**src/rtl/tristate_bus_ctrl_if.sv**
```systemverilog
// Bundle of transmit, receive and pad-side signals for tristate_bus_ctrl.
// The master modport is the controller's view and the slave modport is the surrounding logic's view.
interface tristate_bus_ctrl_if #(
    parameter int WIDTH = 8
);
    logic [WIDTH-1:0] tx_data;
    logic             tx_valid;
    logic             tx_last;
    logic             tx_ready;
    logic [WIDTH-1:0] rx_data;
    logic             rx_valid;
    logic             busy;
    logic [WIDTH-1:0] pad_o;
    logic             pad_oe;
    logic [WIDTH-1:0] pad_i;
    logic             contention;

    modport master (
        input  tx_data,
        input  tx_valid,
        input  tx_last,
        input  pad_i,
        output tx_ready,
        output rx_data,
        output rx_valid,
        output busy,
        output pad_o,
        output pad_oe,
        output contention
    );

    modport slave (
        output tx_data,
        output tx_valid,
        output tx_last,
        output pad_i,
        input  tx_ready,
        input  rx_data,
        input  rx_valid,
        input  busy,
        input  pad_o,
        input  pad_oe,
        input  contention
    );
endinterface

```
**src/rtl/tristate_bus_ctrl.sv**
```systemverilog
// Registered bidirectional pad-group controller with Hi-Z turnaround on every direction change.
// Optional readback contention detection is enabled by defining TRISTATE_BUS_READBACK_EN.
module tristate_bus_ctrl #(
    parameter int WIDTH     = 8,
    parameter int TA_CYCLES = 2
) (
    input  logic                clk,
    input  logic                rst_n,
    tristate_bus_ctrl_if.master bus
);

    localparam logic [3:0] TA_C = 4'(TA_CYCLES);

    typedef enum logic [1:0] {
        ST_LISTEN = 2'd0,
        ST_TA_TX  = 2'd1,
        ST_DRIVE  = 2'd2,
        ST_TA_RX  = 2'd3
    } state_t;

    state_t           state_r;
    state_t           state_s;
    logic [3:0]       cnt_r;
    logic [3:0]       cnt_s;
    logic [WIDTH-1:0] pad_o_r;
    logic [WIDTH-1:0] pad_o_s;
    logic [WIDTH-1:0] rx_data_r;
    logic [WIDTH-1:0] rx_data_s;
    logic             pad_oe_r;
    logic             pad_oe_s;
    logic             tx_ready_r;
    logic             tx_ready_s;
    logic             rx_valid_r;
    logic             rx_valid_s;
    logic             busy_r;
    logic             busy_s;
    logic             accept_s;

    assign accept_s = bus.tx_valid & tx_ready_r;

    // Next-state and next-output computation for the direction FSM.
    always_comb begin
        state_s    = state_r;
        cnt_s      = cnt_r;
        pad_o_s    = pad_o_r;
        pad_oe_s   = pad_oe_r;
        rx_data_s  = rx_data_r;
        rx_valid_s = 1'b0;
        case (state_r)
            ST_LISTEN: begin
                pad_oe_s  = 1'b0;
                rx_data_s = bus.pad_i;
                if (bus.tx_valid) begin
                    rx_valid_s = 1'b0;
                    if (TA_C == 4'd0) begin
                        state_s = ST_DRIVE;
                    end else begin
                        state_s = ST_TA_TX;
                        cnt_s   = TA_C - 4'd1;
                    end
                end else begin
                    rx_valid_s = 1'b1;
                end
            end
            ST_TA_TX: begin
                // Turnaround runs to completion even if tx_valid drops.
                pad_oe_s = 1'b0;
                if (cnt_r == 4'd0) begin
                    state_s = ST_DRIVE;
                end else begin
                    cnt_s = cnt_r - 4'd1;
                end
            end
            ST_DRIVE: begin
                // Data and enable load together so stale data never reaches the pads.
                if (accept_s) begin
                    pad_o_s  = bus.tx_data;
                    pad_oe_s = 1'b1;
                    if (bus.tx_last) begin
                        state_s = ST_TA_RX;
                        cnt_s   = TA_C;
                    end else begin
                        state_s = ST_DRIVE;
                    end
                end else begin
                    pad_o_s  = pad_o_r;
                    pad_oe_s = pad_oe_r;
                end
            end
            ST_TA_RX: begin
                pad_oe_s = 1'b0;
                if (cnt_r == 4'd0) begin
                    state_s = ST_LISTEN;
                end else begin
                    cnt_s = cnt_r - 4'd1;
                end
            end
            default: begin
                state_s  = ST_LISTEN;
                cnt_s    = 4'd0;
                pad_oe_s = 1'b0;
            end
        endcase
        tx_ready_s = (state_s == ST_DRIVE);
        busy_s     = (state_s != ST_LISTEN);
    end

    // State, counter and output registers; reset drops the pad enable immediately.
    always_ff @(posedge clk or negedge rst_n) begin
        if (!rst_n) begin
            state_r    <= ST_LISTEN;
            cnt_r      <= 4'd0;
            pad_o_r    <= '0;
            pad_oe_r   <= 1'b0;
            rx_data_r  <= '0;
            rx_valid_r <= 1'b0;
            tx_ready_r <= 1'b0;
            busy_r     <= 1'b0;
        end else begin
            state_r    <= state_s;
            cnt_r      <= cnt_s;
            pad_o_r    <= pad_o_s;
            pad_oe_r   <= pad_oe_s;
            rx_data_r  <= rx_data_s;
            rx_valid_r <= rx_valid_s;
            tx_ready_r <= tx_ready_s;
            busy_r     <= busy_s;
        end
    end

    assign bus.pad_o    = pad_o_r;
    assign bus.pad_oe   = pad_oe_r;
    assign bus.rx_data  = rx_data_r;
    assign bus.rx_valid = rx_valid_r;
    assign bus.tx_ready = tx_ready_r;
    assign bus.busy     = busy_r;

`ifdef TRISTATE_BUS_READBACK_EN
    function automatic logic word_mismatch(input logic [WIDTH-1:0] a, input logic [WIDTH-1:0] b);
        return |(a ^ b);
    endfunction

    logic             prev_oe_r;
    logic [WIDTH-1:0] prev_o_r;
    logic [WIDTH-1:0] samp_r;
    logic [WIDTH-1:0] exp_r;
    logic             chk_r;
    logic             contention_r;

    // A sample qualifies only when the pads were driven with an unchanged value for two cycles.
    always_ff @(posedge clk or negedge rst_n) begin
        if (!rst_n) begin
            prev_oe_r    <= 1'b0;
            prev_o_r     <= '0;
            samp_r       <= '0;
            exp_r        <= '0;
            chk_r        <= 1'b0;
            contention_r <= 1'b0;
        end else begin
            prev_oe_r <= pad_oe_r;
            prev_o_r  <= pad_o_r;
            samp_r    <= bus.pad_i;
            exp_r     <= pad_o_r;
            chk_r     <= pad_oe_r & prev_oe_r & ~word_mismatch(pad_o_r, prev_o_r);
            if (chk_r && word_mismatch(samp_r, exp_r)) begin
                contention_r <= 1'b1;
            end
        end
    end

    assign bus.contention = contention_r;
`else
    assign bus.contention = 1'b0;
`endif

endmodule

```
**src/flat_wrapper.sv**
```systemverilog
// flat-port wrapper written by rule: the top's interface ports become plain ports
module tristate_bus_ctrl_flat 
#(
    parameter int WIDTH     = 8,
    parameter int TA_CYCLES = 2
)
  (clk, rst_n, bus_tx_data, bus_tx_valid, bus_tx_last, bus_pad_i, bus_tx_ready, bus_rx_data, bus_rx_valid, bus_busy, bus_pad_o, bus_pad_oe, bus_contention);
  tristate_bus_ctrl_if #(.WIDTH(WIDTH)) bus_i ();
  input  logic clk;
  input  logic rst_n;
  input wire logic [$bits(bus_i.tx_data)-1:0] bus_tx_data;
  input wire logic [$bits(bus_i.tx_valid)-1:0] bus_tx_valid;
  input wire logic [$bits(bus_i.tx_last)-1:0] bus_tx_last;
  input wire logic [$bits(bus_i.pad_i)-1:0] bus_pad_i;
  output wire logic [$bits(bus_i.tx_ready)-1:0] bus_tx_ready;
  output wire logic [$bits(bus_i.rx_data)-1:0] bus_rx_data;
  output wire logic [$bits(bus_i.rx_valid)-1:0] bus_rx_valid;
  output wire logic [$bits(bus_i.busy)-1:0] bus_busy;
  output wire logic [$bits(bus_i.pad_o)-1:0] bus_pad_o;
  output wire logic [$bits(bus_i.pad_oe)-1:0] bus_pad_oe;
  output wire logic [$bits(bus_i.contention)-1:0] bus_contention;
  assign bus_i.tx_data = bus_tx_data;
  assign bus_i.tx_valid = bus_tx_valid;
  assign bus_i.tx_last = bus_tx_last;
  assign bus_i.pad_i = bus_pad_i;
  assign bus_tx_ready = bus_i.tx_ready;
  assign bus_rx_data = bus_i.rx_data;
  assign bus_rx_valid = bus_i.rx_valid;
  assign bus_busy = bus_i.busy;
  assign bus_pad_o = bus_i.pad_o;
  assign bus_pad_oe = bus_i.pad_oe;
  assign bus_contention = bus_i.contention;
  tristate_bus_ctrl #(.WIDTH(WIDTH), .TA_CYCLES(TA_CYCLES)) u_core (.clk(clk), .rst_n(rst_n), .bus(bus_i));
endmodule
```
**config.mk**
```make
export PLATFORM = sky130hd
export DESIGN_NAME = tristate_bus_ctrl_flat
export DESIGN_NICKNAME = d
export VERILOG_FILES = /design/src/rtl/tristate_bus_ctrl_if.sv /design/src/rtl/tristate_bus_ctrl.sv /design/src/flat_wrapper.sv
export SDC_FILE = /design/constraint.sdc
export NUM_CORES = 1
export LEC_CHECK = 0
export CORE_UTILIZATION = 43
export DETAILED_ROUTE_END_ITERATION = 10
export HOLD_SLACK_MARGIN = 0.02
export PLACE_DENSITY = 0.78
export SETUP_SLACK_MARGIN = 0.2
export SYNTH_ARGS = -nofsm -noshare
export SYNTH_HDL_FRONTEND = slang
export SYNTH_SLANG_ARGS = --single-unit
```
**constraint.sdc**
```tcl
create_clock -name clk -period 1.9 [get_ports clk]
set_input_delay 0.38 -clock clk [delete_from_list [all_inputs] [get_ports clk]]
set_output_delay 0.38 -clock clk [all_outputs]
set_load 0.005 [all_outputs]
```
==> results of run 1 <==
registers in the layout (all words and copies together) (netlist names):
register / count
u_core.bus.busy: 1
u_core.bus.pad_o: 8
u_core.bus.pad_oe: 1
u_core.bus.rx_data: 8
u_core.bus.rx_valid: 1
u_core.bus.tx_ready: 1
u_core.cnt_r: 4
u_core.state_r: 2
cells by family after synthesis:
group                      synth area share
other                               0.00333
buffers and inverters                0.0322
DFF                                   0.578
muxes                                 0.160
adders and majority gates            0.0222
xor gates and xnor gates             0.0156
AOI/OAI and AO/OA                    0.0633
and+or+nand+nor                       0.126
what timing repair did:
action,4_1_cts,5_1_grt
hold buffers,0,0
endpoints found under the setup margin,0,2
resized for setup,0,3
endpoints found under the hold margin,0,0
per-stage QoR:
stage	power [uW]	hold WS, ns
after floorplan	1490	0.0844
after global placement	1960	0.470
after detailed placement	2010	0.475
after CTS	2230	0.423
after global routing	2360	0.459
final	2200	0.412
layer usage:
| metal | wire length, um | GRT usage | part of all wire | vias to the layer above |
|---|---|---|---|---|
| met5 | 0 | 0 | 0 | - |
| met2 | 950 | 0.262 | 0.48 | 27 |
| met1 | 867 | 0.193 | 0.44 | 359 |
| met4 | 27 | 0.0702 | 0.014 | 0 |
| li1 | - | - | - | 379 |
| met3 | 142 | 0.0287 | 0.071 | 2 |
power groups by stage:
stage | Clock, uW | Combinational, uW | Sequential [uW]
3_5_place_dp | 0 | 988 | 1020
2_1_floorplan | 0 | 533 | 959
6_report | 225 | 971 | 1010
5_1_grt | 249 | 1070 | 1040
3_3_place_gp | 0 | 955 | 1010
4_1_cts | 232 | 990 | 1000
area by class of cell:
cell class                 count  area, um2
fill                         193        907
sequential                    26        652
multi-input combinational     51        442
timing repair buffer          40        398
tap                           30       37.5
clock buffer                   3       22.5
inverter                       5       18.8
cell usage after synthesis, types with 2 or more instances:
cell      instances
nand3_1           3
nand2b_1          2
a31oi_1           2
a21oi_1           5
nand2_1           4
buf_2             2
mux2_1           16
ha_1              2
xnor2_1           2
dfrtp_1          26
inv_1             5
worst max path at each step:
| stage | cells after the start | to | startpoint | slack [ns] |
|---|---|---|---|---|
| after CTS | 1 | bus_tx_ready | u_core.bus.tx_ready | 0.20 |
| after global routing | 1 | bus_tx_ready | u_core.bus.tx_ready | 0.22 |
| after detailed placement | 3 | u_core.bus.pad_o[5] | bus_tx_valid | 0.16 |
| final | 1 | bus_tx_ready | u_core.bus.tx_ready | 0.26 |
| after floorplan | 5 | u_core.cnt_r[1] | u_core.cnt_r[0] | 0.39 |
| after global placement | 3 | u_core.bus.pad_o[6] | bus_tx_valid | 0.21 |
==> run metrics, run 1 <==
fin area=1570 um2; via count=767; sw frac=0.316; CTS tree=done; Ports=41; Gate power share=0.441; Yosys warnings=0; CP bufs+invs=1; CP endpoint kind=primary output; 1st-pass router iterations=4; # diodes=0; GRT Residual Overflow=0; clock transition at the registers of the reported paths=0.13 ns; clock latency on the worst-skew pair=0.31 ns; port bufs=39; Starting Density=0.455; most frequent cells in the layout=clkdlybuf4s50_1, dfrtp_1, mux2_1, a21oi_1; Final HPWL DP=1.59 mm; Num CTS Buffers=3; Die Ht=53.2 um; htree depth=1; CP Launch Type=flop; highest-delay cell along the critical path=clkdlybuf4s50_1; DR iter-0 viols=9; Crit Path Max Fanout=5; Final WS setup=0.258 ns; Slew Limit Fails=0; r2r setup slk=0.31 ns; Unique masters post-synth=27; dpl ws=0.155 ns; Highest Clock Rate=0.609 GHz; Routed WL=1.99 mm; RSZ-0062 raised after global routing=false; worst setup path category=flop to primary output; delay of the slowest critical-path stage=0.51 ns; Post-synth EDFFs=0; status=finished clean; top cells by area, synth=dfrtp_1, mux2_1, a21oi_1; wire per inst=12.8 um; Reg2Reg Depth=5; pin count of the biggest net entering global routing=27; fin cells=155; Critical R2R Launch=u_core.cnt_r[0]; Setup Viol. Count Final=0; worst reg2reg path endpoint=u_core.cnt_r[1]; Post-CTS Setup Bufs=0; syn_area_per_cell=13.2 um2; Final Hold Fails=0; PD cells=1400 nW/um2; synthesis-stage register bit count=26; Root Driver=clkbuf_4; top_reg_cell synth=dfrtp_1; Num Clock Sinks=26; net count after synthesis=107; post-route ant nets=0; max cap viols=0; first-pass GRT wire length=3.10 mm; fin crit share=0.864; Worst Path Required=1.52 ns; layout cells sized above 1=0.0960; # nets final=149; vias in the first global route=726; Die Width=53.2 um; Clock Skew=0.00186 ns; drt drc=0; vias per cell=4.95; area delta synth->final=39.4%; synthesized instance count=85; cell taking the most area after synthesis=dfrtp_1; Worst EP arrival=1.26 ns; Max Buffers Root-to-Sink=2; placer's final routability congestion estimate=0.772; CORE AREA=2480 um2; critical path's top delay family=buffers and inverters; sequential fraction of the synthesis area=0.578; P_leak=0.000669 uW; Hold WC Path Type=input port to async pin; cells along the critical path=clkdlybuf4s50_1; Post-DP Area=1540 um2; min Tclk post-route=1.64 ns; commonest non-fill, non-tap cell in the layout=clkdlybuf4s50_1; GRT Total Usage=0.156; DIE AREA=2830 um2; switching power of the nets=696 uW; Int Power=1510 uW; clock network power share=0.102; Layout Utilization=0.634; async set-reset flop share out of synthesis=1.00; initial antenna violation count=0; placed cells=152; Peak VDD IR=0.000910 V; Post-Syn Area=1130 um2; sequential share of power=0.457; Fin Setup TNS=0 ns; share of the synthesized area in the top cell type=0.578; Placement Rows=18
Power figures use the tool's default switching activity.
==> run 2: changes to the inputs <==
--- a/config.mk
+++ b/config.mk
@@ -13,3 +13,4 @@
 export SYNTH_ARGS = -nofsm -noshare
 export SYNTH_HDL_FRONTEND = slang
 export SYNTH_SLANG_ARGS = --single-unit
+export TNS_END_PERCENT = 10
==> run metrics, run 2 (synthesis gave the netlist of run 1 again) <==
fin area=1570 um2 (about the same); port bufs=39 (unchanged); Fin Setup TNS=0 ns (unchanged); PD cells=1400 nW/um2 (about the same); GRT Total Usage=0.156 (unchanged); via count=772 (was 767); Filler Cell Count=194 (was 193); vias in the first global route=726 (unchanged); most frequent cells in the layout=clkdlybuf4s50_1, dfrtp_1, mux2_1, inv_1, a21oi_1 (was clkdlybuf4s50_1, dfrtp_1, mux2_1, a21oi_1); status=finished clean (unchanged); DIE AREA=2830 um2 (unchanged); htree depth=1 (unchanged); Die Ht=53.2 um (unchanged); placed cells=152 (unchanged); Worst Path Required=1.52 ns (about the same); Starting Density=0.455 (unchanged); Placement Rows=18 (unchanged); min Tclk post-route=1.64 ns (about the same); RSZ-0062 raised after global routing=true (was false); Critical Path Source=u_core.bus.tx_ready (unchanged); Num CTS Buffers=3 (unchanged); # hold bufs at CTS=0 (unchanged); fin crit share=0.865 (was 0.864); delay of the slowest critical-path stage=0.51 ns (about the same); Num Clock Sinks=26 (unchanged); Critical R2R Launch=u_core.cnt_r[0] (unchanged); cells along the critical path=clkdlybuf4s50_1 (unchanged); Peak VDD IR=0.000907 V (was 0.000910 V); initial antenna violation count=0 (unchanged); # diodes=0 (unchanged); max cap viols=0 (unchanged); worst setup path category=flop to primary output (unchanged); area delta synth->final=39.2% (was 39.4%); Root Driver=clkbuf_4 (unchanged); Final HPWL DP=1.59 mm (unchanged); Routed WL=1.99 mm (about the same); fin cells=155 (unchanged); Setup Viol. Count Final=0 (unchanged); Worst EP arrival=1.26 ns (about the same); Pwr Total=2200 uW (about the same); P_leak=0.000672 uW (was 0.000669 uW); first-pass GRT wire length=3.10 mm (unchanged); CTS resizes=0 (unchanged); Max Buffers Root-to-Sink=2 (unchanged); vias per cell=4.98 (was 4.95); CORE AREA=2480 um2 (unchanged); drt drc=0 (unchanged); Highest Clock Rate=0.608 GHz (was 0.609 GHz); CP bufs+invs=1 (unchanged); Post-CTS Setup Bufs=0 (unchanged); 1st-pass router iterations=4 (unchanged); placer's final routability congestion estimate=0.772 (unchanged); CP Launch Type=flop (unchanged); DR iter-0 viols=9 (unchanged); Slew Limit Fails=0 (unchanged); commonest non-fill, non-tap cell in the layout=clkdlybuf4s50_1 (unchanged); clock transition at the registers of the reported paths=0.13 ns (about the same); highest-delay cell along the critical path=clkdlybuf4s50_1 (unchanged); clock latency on the worst-skew pair=0.31 ns (about the same); Hold WC Path Type=input port to async pin (unchanged); wire per inst=12.9 um (was 12.8 um); post-route ant nets=0 (unchanged); Die Width=53.2 um (unchanged); CTS tree=done (unchanged); Ports=41 (unchanged); # nets final=149 (unchanged); GRT Residual Overflow=0 (unchanged); critical path's top delay family=buffers and inverters (unchanged); Clock Skew=0.00341 ns (was 0.00186 ns); pin count of the biggest net entering global routing=27 (unchanged); Post-DP Area=1540 um2 (unchanged); CP endpoint kind=primary output (unchanged); Final Hold Fails=0 (unchanged); layout cells sized above 1=0.0800 (was 0.0960); Crit Path Max Fanout=5 (unchanged)
[run 2: cell counts in the layout (fill, tap and decap cells not counted)]
Identical to the previous run, type by type.
[run 2: worst paths after layout]
path	end	slack, ns	cells past startpoint
max in group asynchronous	u_core.bus.tx_ready	1.23	2
worst min register to register	u_core.bus.rx_data[1]	0.50	1
worst max-delay path	bus_tx_ready	0.26	1
min in group clk	u_core.bus.rx_data[1]	0.50	1
worst min-delay path	u_core.bus.rx_data[4]	0.41	2
worst max register to register	u_core.cnt_r[1]	0.26	5
[run 2: final cells by class]
cell class | count | area (um2) | share of cell area
Clock buffer | 3 | 22.5 | 0.0144
Inverter | 5 | 18.8 | 0.0120
Multi-Input combinational cell | 51 | 439 | 0.280
Sequential cell | 26 | 652 | 0.416
Tap cell | 30 | 37.5 | 0.0239
Timing Repair Buffer | 40 | 398 | 0.254
[run 2: metal layers]
metal  global-route usage  vias up  wire [um]
met5                    0        -          0
met4               0.0702        0         31
met3               0.0287        4        138
met2                0.262       24        943
met1                0.193      366        879
li1                     -      378          -
[run 2: power breakdown]
part	switching, uW	total (uW)	leakage [uW]	internal, uW
combinational	336	969	0.000341	633
sequential	206	1000	0.000317	797
clock	152	226	0.0000138	74.3
[run 2: through the flow]
step           setup slack [ns]   util  hold slack [ns]
2_1_floorplan             0.387      -           0.0844
3_3_place_gp              0.213  0.623            0.470
3_5_place_dp              0.155  0.623            0.475
4_1_cts                   0.202  0.632            0.423
5_1_grt                   0.176  0.633            0.459
6_report                  0.256  0.633            0.413
==> run 3: changes to the inputs <==
--- a/config.mk
+++ b/config.mk
@@ -10,6 +10,7 @@
 export HOLD_SLACK_MARGIN = 0.02
 export PLACE_DENSITY = 0.78
 export SETUP_SLACK_MARGIN = 0.2
+export SLEW_MARGIN = 20
 export SYNTH_ARGS = -nofsm -noshare
 export SYNTH_HDL_FRONTEND = slang
 export SYNTH_SLANG_ARGS = --single-unit
==> results of run 3 <==
Same layout as run 2: the final DEF is identical, and so are final timing and power.
